File: src/rtl/uart_rx_pkg.sv
// uart_rx_pkg: state encoding and default sizing shared by the UART receiver and its benches.
package uart_rx_pkg;
  localparam int OVERSAMPLE_DEF = 16;
  localparam int DATA_BITS_DEF = 8;
  localparam logic [2:0] S_IDLE = 3'd0;
  localparam logic [2:0] S_START = 3'd1;
  localparam logic [2:0] S_DATA = 3'd2;
  localparam logic [2:0] S_PARITY = 3'd3;
  localparam logic [2:0] S_STOP = 3'd4;
  localparam logic [2:0] S_WAIT_IDLE = 3'd5;
endpackage

File: src/rtl/uart_rx_sync.sv
// uart_rx_sync: 2-flop synchroniser for the async rx line, resets to the idle-high level.
module uart_rx_sync (
  input  logic clk,
  input  logic rst_n,
  input  logic d,
  output logic q
);
  logic meta;
  always_ff @(posedge clk or negedge rst_n)
    if (!rst_n) {q, meta} <= 2'b11;
    else {q, meta} <= {meta, d};
endmodule

File: src/rtl/uart_rx_core.sv
// uart_rx_core: oversampling UART receiver, 8N1 by default, 8E1 with parity_err when UART_RX_PARITY_EN is defined.
module uart_rx_core
  import uart_rx_pkg::*;
#(
  parameter int OVERSAMPLE = OVERSAMPLE_DEF,
  parameter int DATA_BITS = DATA_BITS_DEF
) (
  input  logic                 clk,
  input  logic                 rst_n,
  input  logic                 baud_tick,
  input  logic                 rx,
  output logic [DATA_BITS-1:0] rx_data,
  output logic                 rx_valid,
  output logic                 frame_err,
`ifdef UART_RX_PARITY_EN
  output logic                 parity_err,
`endif
  output logic                 busy
);
  localparam int TW = $clog2(OVERSAMPLE);
  localparam int BW = $clog2(DATA_BITS + 1);
  logic rx_s;
  logic [2:0] state, state_nxt;
  logic [TW-1:0] tick_cnt;
  logic [BW-1:0] bit_cnt;
  logic [DATA_BITS-1:0] shift_reg;
  logic mid, fin, stop_smp, valid_nxt, ferr_nxt;
`ifdef UART_RX_PARITY_EN
  logic par_bad, perr_nxt;
`endif

  uart_rx_sync u_sync (.clk(clk), .rst_n(rst_n), .d(rx), .q(rx_s));

  assign mid = tick_cnt == TW'(OVERSAMPLE / 2 - 1);
  assign fin = tick_cnt == TW'(OVERSAMPLE - 1);

  always_comb begin
    state_nxt = state;
    if (baud_tick)
      case (state)
        S_IDLE:      if (!rx_s) state_nxt = S_START;
        S_START:     if (mid) state_nxt = rx_s ? S_IDLE : S_DATA;
`ifdef UART_RX_PARITY_EN
        S_DATA:      if (fin && bit_cnt == BW'(DATA_BITS - 1)) state_nxt = S_PARITY;
        S_PARITY:    if (fin) state_nxt = S_STOP;
`else
        S_DATA:      if (fin && bit_cnt == BW'(DATA_BITS - 1)) state_nxt = S_STOP;
`endif
        S_STOP:      if (fin) state_nxt = rx_s ? S_IDLE : S_WAIT_IDLE;
        S_WAIT_IDLE: if (rx_s) state_nxt = S_IDLE;
        default:     state_nxt = S_IDLE;
      endcase
  end

  always_comb begin
    busy = state != S_IDLE;
    stop_smp = baud_tick && state == S_STOP && fin;
    ferr_nxt = stop_smp && !rx_s;
`ifdef UART_RX_PARITY_EN
    valid_nxt = stop_smp && rx_s && !par_bad;
    perr_nxt = stop_smp && par_bad;
`else
    valid_nxt = stop_smp && rx_s;
`endif
  end

  // Counters restart on every state change so each state measures from its own entry tick.
  always_ff @(posedge clk or negedge rst_n)
    if (!rst_n) begin
      state <= S_IDLE;
      tick_cnt <= '0;
      bit_cnt <= '0;
      shift_reg <= '0;
      rx_data <= '0;
      rx_valid <= 1'b0;
      frame_err <= 1'b0;
`ifdef UART_RX_PARITY_EN
      par_bad <= 1'b0;
      parity_err <= 1'b0;
`endif
    end else begin
      rx_valid <= valid_nxt;
      frame_err <= ferr_nxt;
`ifdef UART_RX_PARITY_EN
      parity_err <= perr_nxt;
      if (baud_tick && state == S_PARITY && fin) par_bad <= ^{shift_reg, rx_s};
`endif
      if (valid_nxt) rx_data <= shift_reg;
      if (baud_tick) begin
        state <= state_nxt;
        tick_cnt <= (state_nxt != state || fin || state == S_IDLE || state == S_WAIT_IDLE) ? '0 : tick_cnt + TW'(1);
        bit_cnt <= state_nxt != state ? '0 : bit_cnt + BW'(state == S_DATA && fin);
        if (state == S_DATA && fin) shift_reg <= {rx_s, shift_reg[DATA_BITS-1:1]};
      end
    end
endmodule

File: config.mk
export PLATFORM = sky130hd
export DESIGN_NAME = uart_rx_core
export DESIGN_NICKNAME = d
export VERILOG_FILES = /design/src/rtl/uart_rx_pkg.sv /design/src/rtl/uart_rx_sync.sv /design/src/rtl/uart_rx_core.sv
export SDC_FILE = /design/constraint.sdc
export NUM_CORES = 1
export LEC_CHECK = 0
export BUFFER_PORTS_ARGS = -buffer_cell sky130_fd_sc_hd__buf_2
export CAP_MARGIN = 10
export CORE_ASPECT_RATIO = 1.4
export CORE_MARGIN = 2
export CORE_UTILIZATION = 45
export CTS_CLUSTER_DIAMETER = 80
export DETAILED_ROUTE_END_ITERATION = 8
export SYNTH_ARGS = -nofsm -noshare
export SYNTH_HDL_FRONTEND = slang
export SYNTH_SLANG_ARGS = --single-unit
File: constraint.sdc
create_clock -name clk -period 5.25 [get_ports clk]
set_input_delay 1.05 -clock clk [delete_from_list [all_inputs] [get_ports clk]]
set_output_delay 1.05 -clock clk [all_outputs]
set_load 0.03 [all_outputs]
# Word level (Yosys, flattened, before mapping)
# Cells that the tools add are included.
[word_totals]
ff_bits = 31
word_cells = 43
[classes]
eq_ne = 8
n_reduce_logical = 13
add_sub_neg = 2
n_mux = 11
[op_table]
columns = ["operator", "count"]
rows = [
  ["2-to-1 mux 3 bit", 7],
  ["one-hot mux 3 bit (5 select lines)", 1],
  ["equality test 4 x 3 -> 1 bit, second input constant", 2],
  ["2-to-1 mux 4 bit", 2],
  ["equality test 3 bit, second input constant", 2],
  ["logical AND 1 bit", 6],
  ["adder 4 x 1 -> 4 bit", 1],
  ["adder 4 x 1 -> 4 bit, second input constant", 1],
  ["equality test 4 bit, second input constant", 1],
  ["equality test 3 x 1 -> 1 bit, second input constant", 1],
  ["equality test 3 x 2 -> 1 bit, second input constant", 1],
  ["zero test 3 bit", 1],
  ["logical OR 1 bit", 3],
  ["!= test 3 bit", 1],
  ["nonzero test 3 bit", 1],
  ["2-to-1 mux 2 bit", 1],
  ["AND reduction 2 bit", 1],
  ["zero test 1 bit", 1],
]

# Depth between registers and ports, before layout
# Gate-level depths: netlist (run 1).
[depth]
depth_word = 10
depth_mapped = 8
depth_no_buf = 8

# Modules after synthesis
# Synthesis (run 1) repeated with hierarchy kept, for this count alone.
[unflattened]
hier_cells = 120
area_unflattened_um2 = 1456.4
[by_module_without_submodules]
columns = ["module", "area_each_um2", "cells_per_inst", "seq_area_each_um2", "n_inst"]
rows = [
  ["uart_rx_core", 1403.8, 118, 725.7, 1],
  ["uart_rx_sync", 52.6, 2, 52.6, 1],
]

# Worst setup path after synthesis (run 1)
# No wires, ideal clock.
[synth_timing]
path_kind = "input port to flip-flop"
startpoint = "in baud_tick"
endpoint = "reg tick_cnt[3]"
t_required_ps = 5126
arrival_ps = 2085
n_path_buf = 0
path_stages = 5
slack_ps = 3041
cell_sequence = "or3b_1 o2bb2ai_1 o21ai_2 nor2_1 a211o_1"
[synth_via]
elab_chain_len = 6
[synth_lines]
columns = ["element", "line", "rtl"]
rows = [
  ["start, declared", "uart_rx_core.sv:10", "input logic baud_tick,"],
  ["2-to-1 mux 3 bit", "uart_rx_core.sv:39", "if (baud_tick)"],
  ["!= test 3 bit", "uart_rx_core.sv:91", "tick_cnt <= (state_nxt != state || fin || state == S_IDLE || state == S_WAIT_IDLE) ? '0 : tick_cnt + TW'(1);"],
  ["logical OR 1 bit (3 in series)", "uart_rx_core.sv:91", ""],
  ["2-to-1 mux 4 bit", "uart_rx_core.sv:91", ""],
  ["end signal, assigned", "uart_rx_core.sv:91", ""],
  ["end, declared", "uart_rx_core.sv:24", "logic [TW-1:0] tick_cnt;"],
]
# Parallel ways exist; a longest one is shown, timed or not.
# A chain may end at the register's enable or synchronous reset.

# Worst setup path in the final report (run 1)
[layout_timing]
startpoint = "reg state[0]"
endpoint = "out busy"
[layout_via]
elab_chain_len = 1
[layout_lines]
columns = ["element", "line", "rtl"]
rows = [
  ["start, declared", "uart_rx_core.sv:23", "logic [2:0] state, state_nxt;"],
  ["start signal, assigned", "uart_rx_core.sv:90", "state <= state_nxt;"],
  ["nonzero test 3 bit", "uart_rx_core.sv:56", "busy = state != S_IDLE;"],
  ["end, declared", "uart_rx_core.sv:18", "output logic busy"],
]
# Every way passes these cells.

==> results of run 1 <==
critical path, cell delays in order (launching register included):
cell,delay [ps]
dfrtp_1,500
or3_1,400
buf_2,180
routing by layer:
metal	share of wire	vias to the layer above	routed length, um	global-route usage
li1	-	480	-	-
met1	0.45	492	1190	0.223
met2	0.50	18	1320	0.269
met3	0.034	7	91	0.0479
met4	0.023	0	61	0.0877
met5	0	-	0	0
Yosys cell counts, drive strengths merged:
cell type and number:
o311ai 1, a211o 1, o21ai 8, nand2b 2, ha 3, nand3 3, a2111oi 1, or3b 2
nand4b 1, clkbuf 4, and3 2, o21a 1, dfrtp 29, o22a 1, o21ba 1, nor4 2
a211oi 2, nor3 3, nand4 1, mux2 15, o21bai 1, inv 3, nand2 10, nor2 3
a21o 1, o211ai 1, or3 1, nand4bb 1, nor2b 1, and4bb 1, a31oi 1, a41oi 1
o2bb2ai 5, a21oi 4, dfstp 2, a22o 1
where the power goes:
| group | switching, W | leakage (nW) | internal, W |
|---|---|---|---|
| registers | 0.00000912 | 0.422 | 0.000245 |
| logic | 0.0000296 | 0.337 | 0.0000170 |
| clock network | 0.0000844 | 0.0612 | 0.000153 |
metrics by stage:
stage | utilization | instances
after floorplan | - | 120
after detailed placement | 0.504 | 169
after CTS | 0.542 | 177
after global placement | 0.504 | 169
after global routing | 0.542 | 177
final | 0.542 | 177
path summary, 6_finish.rpt:
| kind | cells past startpoint | end | startpoint |
|---|---|---|---|
| min in group asynchronous | 1 | frame_err$_DFF_PN0_ | rst_n |
| hold / removal | 0 | u_sync.q$_DFF_PN1_ | u_sync.meta$_DFF_PN1_ |
| hold reg to reg | 0 | u_sync.q$_DFF_PN1_ | u_sync.meta$_DFF_PN1_ |
| setup reg to reg | 3 | rx_data[5]$_DFFE_PN0P_ | state[2]$_DFFE_PN0P_ |
| setup / recovery | 2 | busy | state[0]$_DFFE_PN0P_ |
| max in group asynchronous | 1 | state[0]$_DFFE_PN0P_ | rst_n |
final cells by class:
class / instances / area, um2
clock buffers: 6 / 82.6
clock inverters: 2 / 35.0
fillers: 285 / 1420
inverters: 3 / 11.3
multi-input cells: 82 / 652
flip-flops and latches: 31 / 778
well taps: 39 / 48.8
repair buffers: 14 / 70.1
cell families after synthesis:
logic type	count (synthesis)
and+or+nand+nor	33
AOI/OAI and AO/OA	31
DFF	31
muxes	15
buffers and inverters	7
adders and majority gates	3
==> run metrics, run 1 <==
Netlist cell types=40; combinational family with the most area after synthesis=compound AO/OA/AOI/OAI gates; area delta synth->final=15.2%; worst-path maximum fanout=12; post-synth top area cell=dfrtp_1; Critical Path RT=between 4000 and 5000 ps; Worst-path clk slew=~60 ps; Synth Area in Simple Gates=0.137; DP HPWL=1.88 mm; FP Rows=24; Max-Slew Margin vs Limit=0.553; grt ovf=0; Sink Count=31; vias after detailed routing=between 900 and 1000; DR iter-0 viols=16; core outline area=between 3000 and 4000 um2; DR vias/cell=between 5 and 6; RSZ-0062 raised after global routing=no; Synth Register Bits=31; status=completed; WS Path Type=flop to output port; WL per Instance=~15 um; dominant cells by area after synthesis=dfrtp_1 (50%), mux2_2 (12%), dfstp_2 (3.6%); area share of the largest cell type after synthesis=0.498; cell area after synthesis=around 1500 um2; Pleak=between 0.8 and 0.9 nW; dpl cell area=~1600 um2; Clock Skews=around 3.4 ps; XOR/XNOR Fraction of Synth Area=0; Worst-Margin Slew=670 ps; Die Wd=52.1 um; max cap viols=0; share of cells above drive strength 1=0.326; crit path DAT=between 1000 and 1500 ps; largest net degree at the start of global routing=32; CTS Buffer Depth=2; n_diodes=0; setup slack after layout=around 2900 ps; adder-cell share of the synthesized area=0.0258; Worst Hold Class=flop to flop; min cycle time layout=about 2400 ps; post-synthesis mux area share=0.116; GRT Total Usage=0.174; setup bufs post-CTS=0; TritonCTS buffer count=5; Avg Inst Size Synth=roughly 12 um2; Post-route DRC=0; Place WS=2600 ps; P per Cell Area=around 320 nW/um2; Post-Syn Nets=approximately 130; Hold-fix buffers, CTS=0; Hold Worst Slack=~360 ps; First-pass DRT Iterations=2; most common cell after layout, fill and taps aside=dfrtp_1; die footprint=about 3700 um2; CTS resizes=0; H-tree depth=2; Max VDD drop=212 uV; Mapped Cells=120; total number of yosys warnings=0; clk_lat worst skew=270 ps; nets@finish=144; Max Slew Vio Count=0; antenna violations before repair=0; Seq/Total Area, Yosys=0.534; starting density of the core=0.471; DRT Wirelength=between 2 and 3 mm; I/O Buffers=14; total power=0.000539 W; post-route clock period utilization=0.456; vias in the first global route=1046; Synth Area in Compound Gates=0.168; CTS root buf=clkbuf_8; reg-to-reg slack, setup=about 3200 ps; Final Cell Area=1680 um2; Final Hold Viols=0; most frequent cells in the layout=dfrtp_1 (29), mux2_2 (15), buf_2 (14); Die H=roughly 70 um; first-pass GRT wire length=4.83 mm; I/O pins=15; Fmax=417 MHz; CTS tree=built; CP Capture Type=output port; post-route ant nets=0; Setup crit start kind=flop; Final setup viols=0; TNS Setup=0 ps; GP Congestion=~0.80
No activity file was read; power rests on OpenSTA's default activity.
==> run 2: changes to the inputs <==
--- a/config.mk
+++ b/config.mk
@@ -12,6 +12,7 @@
 export CORE_UTILIZATION = 45
 export CTS_CLUSTER_DIAMETER = 80
 export DETAILED_ROUTE_END_ITERATION = 8
+export PLACE_DENSITY = 0.66
 export SYNTH_ARGS = -nofsm -noshare
 export SYNTH_HDL_FRONTEND = slang
 export SYNTH_SLANG_ARGS = --single-unit
==> constraint.sdc (replaced) <==
create_clock -name clk -period 2.15 [get_ports clk]
set_input_delay 0.43 -clock clk [delete_from_list [all_inputs] [get_ports clk]]
set_output_delay 0.43 -clock clk [all_outputs]
set_load 0.03 [all_outputs]
==> run metrics, run 2 (synthesis results as in run 1) <==
CTS Buffer Depth=2; dpl cell area=1580 um2; starting density of the core=0.471; clk_lat worst skew=280 ps; met1 Use GR=0.202; Worst-path clk slew=60 ps; first-pass GRT wire length=around 4.7 mm; Post-route DRC=0; Setup crit start kind=flop; met3 usage=0.0521; Worst Hold Class=input pin to asynchronous set/reset pin; GRT Total Usage=0.171; vias in the first global route=1047; Sink Count=31; CP Capture Type=flop; Max VDD drop=~430 uV; sequential share of power=0.503; n_diodes=0; Final Hold Viols=0; Fmax=between 500 and 600 MHz; RSZ-0062 raised after global routing=no; area delta synth->final=15.5%; core outline area=~3100 um2; DP HPWL=approximately 1.8 mm; Max-Slew Margin vs Limit=0.545; crit-path cells=ha_1, and3_1, and3_1, nand2_1, mux2_2; share of cells above drive strength 1=0.333; DR vias/cell=about 5.7; CTS tree=built; H-tree depth=2; P per Cell Area=about 730 nW/um2; post-route clock period utilization=0.883; Hold-fix buffers, CTS=0; Int Pwr=slightly above 0.0009 W; largest net degree at the start of global routing=32; switch share=0.242; min cycle time layout=~1900 ps; I/O Buffers=14; Worst path max stage delay=about 400 ps; post-route ant nets=0; TNS Setup=0 ps; Final Cell Area=~1700 um2; worst-path maximum fanout=10; most common cell after layout, fill and taps aside=dfrtp_1; most frequent cells in the layout=dfrtp_1 (29), mux2_2 (15), buf_2 (14); grt ovf=0; met2 usage=0.274; FP Rows=24; Pleak=around 0.83 nW; I/O pins=15; nets@finish=roughly 150; Net Switching=around 0.0003 W; Worst-Margin Slew=683 ps; Critical Path RT=2310 ps; Max Slew Vio Count=0; die footprint=about 3700 um2; CP max-delay cell=dfrtp_1; antenna violations before repair=0; clock power share=0.404; largest delay contributor family on the critical path=simple AND/OR/NAND/NOR gates; Clock Skews=about 5.2 ps; WL per Instance=about 15 um; GRT busiest layer=met2; WS Path Type=flop to flop; Die Wd=approximately 52 um; vias after detailed routing=approximately 1000; GP Congestion=about 0.84; crit path buf inv count=0; status=completed; DRT Wirelength=2.68 mm; Die H=71.3 um; DR iter-0 viols=22; crit path DAT=around 2100 ps; CTS root buf=clkbuf_8; First-pass DRT Iterations=4; max cap viols=0; Comb pwr share=0.093; Final setup viols=0; setup bufs post-CTS=0; CTS resizes=0; Crit path top cell by count=and3_1; TritonCTS buffer count=5
## run 2: worst reg2reg max path, delay by kind of cell, from the launching register on
kind                     cells  cell delay [ps]
adder cells (fa/ha/maj)      1              260
flip-flops                   1              400
multiplexers                 1              390
AND/OR/NAND/NOR              3              740
## run 2: area by class of cell
class                           instances  area [um2]
Timing Repair Buffer                   17        92.6
Sequential cell                        31         778
Fill cell                             271        1410
Tap cell                               39        48.8
Clock buffer                            8         100
Multi-Input combinational cell         82         652
Inverter                                3        11.3
## run 2: final timing paths
| path | from | end | slack (ps) | cells past startpoint |
|---|---|---|---|---|
| worst max-delay path | tick_cnt[0]$_DFFE_PN0P_ | shift_reg[4]$_DFFE_PN0P_ | 250 | 5 |
| worst min-delay path | rst_n | tick_cnt[3]$_DFFE_PN0P_ | 190 | 1 |
| worst max register to register | tick_cnt[0]$_DFFE_PN0P_ | shift_reg[4]$_DFFE_PN0P_ | 250 | 5 |
| worst min register to register | u_sync.meta$_DFF_PN1_ | u_sync.q$_DFF_PN1_ | 360 | 0 |
| max in group asynchronous | rst_n | shift_reg[4]$_DFFE_PN0P_ | 1520 | 1 |
| min in group clk | rx | u_sync.meta$_DFF_PN1_ | 250 | 1 |
## run 2: power groups by stage
stage	logic, W	registers, W	clock network, W
after floorplan	0.0000899	0.000619	0
after global placement	0.000113	0.000629	0
after detailed placement	0.000115	0.000630	0
after CTS	0.000115	0.000619	0.000520
after global routing	0.000132	0.000622	0.000545
final	0.000114	0.000619	0.000498
## run 2: per-stage QoR
| stage | hold slack, ps | worst slack (ps) | total power [W] | cells | utilization |
|---|---|---|---|---|---|
| 6_report | 188 | 253 | 0.00123 | 180 | 0.544 |
| 5_1_grt | 235 | 108 | 0.00130 | 180 | 0.544 |
| 4_1_cts | 199 | 237 | 0.00125 | 180 | 0.544 |
| 3_5_place_dp | 354 | 215 | 0.000745 | 172 | 0.512 |
| 3_3_place_gp | 350 | 238 | 0.000742 | 172 | 0.512 |
| 2_1_floorplan | 134 | 377 | 0.000709 | 120 | - |
## run 2: layer usage
layer | share of wire | up-vias | wire length, um
met1 | 0.41 | 508 | 1110
met4 | 0.010 | 0 | 28
met2 | 0.53 | 21 | 1430
met5 | 0 | - | 0
li1 | - | 490 | -
met3 | 0.040 | 6 | 107
==> run 3: changes to the inputs <==
--- a/config.mk
+++ b/config.mk
@@ -13,6 +13,7 @@
 export CTS_CLUSTER_DIAMETER = 80
 export DETAILED_ROUTE_END_ITERATION = 8
 export PLACE_DENSITY = 0.66
+export SETUP_SLACK_MARGIN = 0.3
 export SYNTH_ARGS = -nofsm -noshare
 export SYNTH_HDL_FRONTEND = slang
 export SYNTH_SLANG_ARGS = --single-unit
==> run metrics, run 3 (synthesis results as in run 1) <==
status=completed; die footprint=around 3700 um2; sequential share of power=0.499; Int Pwr=approximately 0.00094 W; Net Switching=a little over 0.0003 W; area occupied by multi-input gates=just under 700 um2; Final setup viols=0; Post-route DRC=0; RSZ-0062 raised after global routing=no; TNS Setup=0 ps; largest net degree at the start of global routing=32; I/O pins=15; DP HPWL=about 1.8 mm; first-pass GRT wire length=4.71 mm; most common cell after layout, fill and taps aside=dfrtp_1; antenna violations before repair=0; fill cell count=269; clk_lat worst skew=around 280 ps; Final Hold Viols=0; grt ovf=0; CTS root buf=clkbuf_8; FP Rows=24; share of cells above drive strength 1=0.414; met1 Use GR=0.205; Max-Slew Margin vs Limit=0.552; H-tree depth=2; starting density of the core=0.471; max cap viols=0; worst-path maximum fanout=12; Pleak=0.836 nW; Die H=71.3 um; min cycle time layout=1800 ps; n_diodes=0; most frequent cells in the layout=dfrtp_1 (26), mux2_2 (15), buf_2 (14); crit-path cells=or3b_1, nor4_4, buf_4, mux2_2; DR iter-0 viols=22; dpl cell area=1580 um2; TritonCTS buffer count=5; P per Cell Area=715 nW/um2; Comb pwr share=0.102; met3 usage=0.0521; post-route clock period utilization=0.839; switch share=0.245; Worst-Margin Slew=672 ps; vias after detailed routing=1047; vias in the first global route=1049; CTS tree=built; met2 usage=0.274; GRT Total Usage=0.172; WS Path Type=flop to flop; clock power share=0.399; GP Congestion=about 0.84; Max Slew Vio Count=0; CTS Buffer Depth=2; Max VDD drop=between 400 and 500 uV; Place WS=between 200 and 250 ps; I/O Buffers=14; setup slack after layout=about 350 ps; nets@finish=about 150; Setup crit start kind=flop; CP Capture Type=flop; Final Cell Area=around 1800 um2; First-pass DRT Iterations=5; Worst Hold Class=input pin to asynchronous set/reset pin; Critical Path RT=2310 ps; Fmax=554 MHz; WL per Instance=~15 um; crit path DAT=around 2000 ps; CP max-delay cell=dfrtp_2; Worst path max stage delay=between 400 and 500 ps; area delta synth->final=20.2%; DRT Wirelength=approximately 2.8 mm; GRT busiest layer=met2; DR vias/cell=between 5 and 6; Hold-fix buffers, CTS=0; post-route ant nets=0; core outline area=between 3000 and 4000 um2; area taken by flip-flops and latches=782 um2; Worst-path clk slew=approximately 70 ps; Die Wd=52.1 um; Sink Count=31; Clock Skews=~5.8 ps
[run 3: cell count changes in the layout (fill, tap and decap cells not counted), sizes merged]
cell | before | now
buf | 17 | 21
[run 3: path summary, 6_finish.rpt]
check	startpoint	endpoint	slack, ps	depth (start not counted)
setup / recovery	state[0]$_DFFE_PN0P_	rx_data[7]$_DFFE_PN0P_	350	4
hold / removal	rst_n	tick_cnt[3]$_DFFE_PN0P_	180	1
setup reg to reg	state[0]$_DFFE_PN0P_	rx_data[7]$_DFFE_PN0P_	350	4
hold reg to reg	u_sync.meta$_DFF_PN1_	u_sync.q$_DFF_PN1_	360	0
max in group asynchronous	rst_n	state[2]$_DFFE_PN0P_	1490	1
min in group clk	rx	u_sync.meta$_DFF_PN1_	250	1
[run 3: final cells by class]
class / count / area share
repair buffers: 21 / 0.0701
clock buffers: 8 / 0.0572
multi-input cells: 82 / 0.392
inverters: 3 / 0.00643
flip-flops and latches: 31 / 0.447
well taps: 39 / 0.0279
[run 3: power by group through the flow]
| stage | registers (W) | logic [W] | clock network [W] |
|---|---|---|---|
| 5_1_grt | 0.000626 | 0.000148 | 0.000545 |
| 6_report | 0.000625 | 0.000128 | 0.000499 |
| 3_3_place_gp | 0.000629 | 0.000113 | 0 |
| 4_1_cts | 0.000619 | 0.000118 | 0.000520 |
| 2_1_floorplan | 0.000619 | 0.0000899 | 0 |
| 3_5_place_dp | 0.000630 | 0.000115 | 0 |
[run 3: layer usage]
layer / up-vias / share of wire
met5: - / 0
li1: 498 / -
met2: 25 / 0.54
met4: 0 / 0.0089
met1: 520 / 0.41
met3: 4 / 0.042
[run 3: stage by stage]
step / hold slack [ps] / total power [W] / cells / util
final: 183 / 0.00125 / 184 / 0.566
after CTS: 199 / 0.00126 / 180 / 0.546
after floorplan: 134 / 0.000709 / 120 / -
after detailed placement: 354 / 0.000745 / 172 / 0.512
after global placement: 350 / 0.000742 / 172 / 0.512
after global routing: 235 / 0.00132 / 184 / 0.566
[run 3: worst max-delay path, delay by kind of cell (launching register included)]
kind / cells / cell delay (ps)
DFF: 1 / 480
muxes: 1 / 350
and+or+nand+nor: 2 / 630
buffers and inverters: 1 / 220
[run 3: what timing repair did]
item,CTS,global route
setup buffers,0,4
endpoints found under the setup margin,12,21
pin swaps,2,2
gates resized for setup,4,7
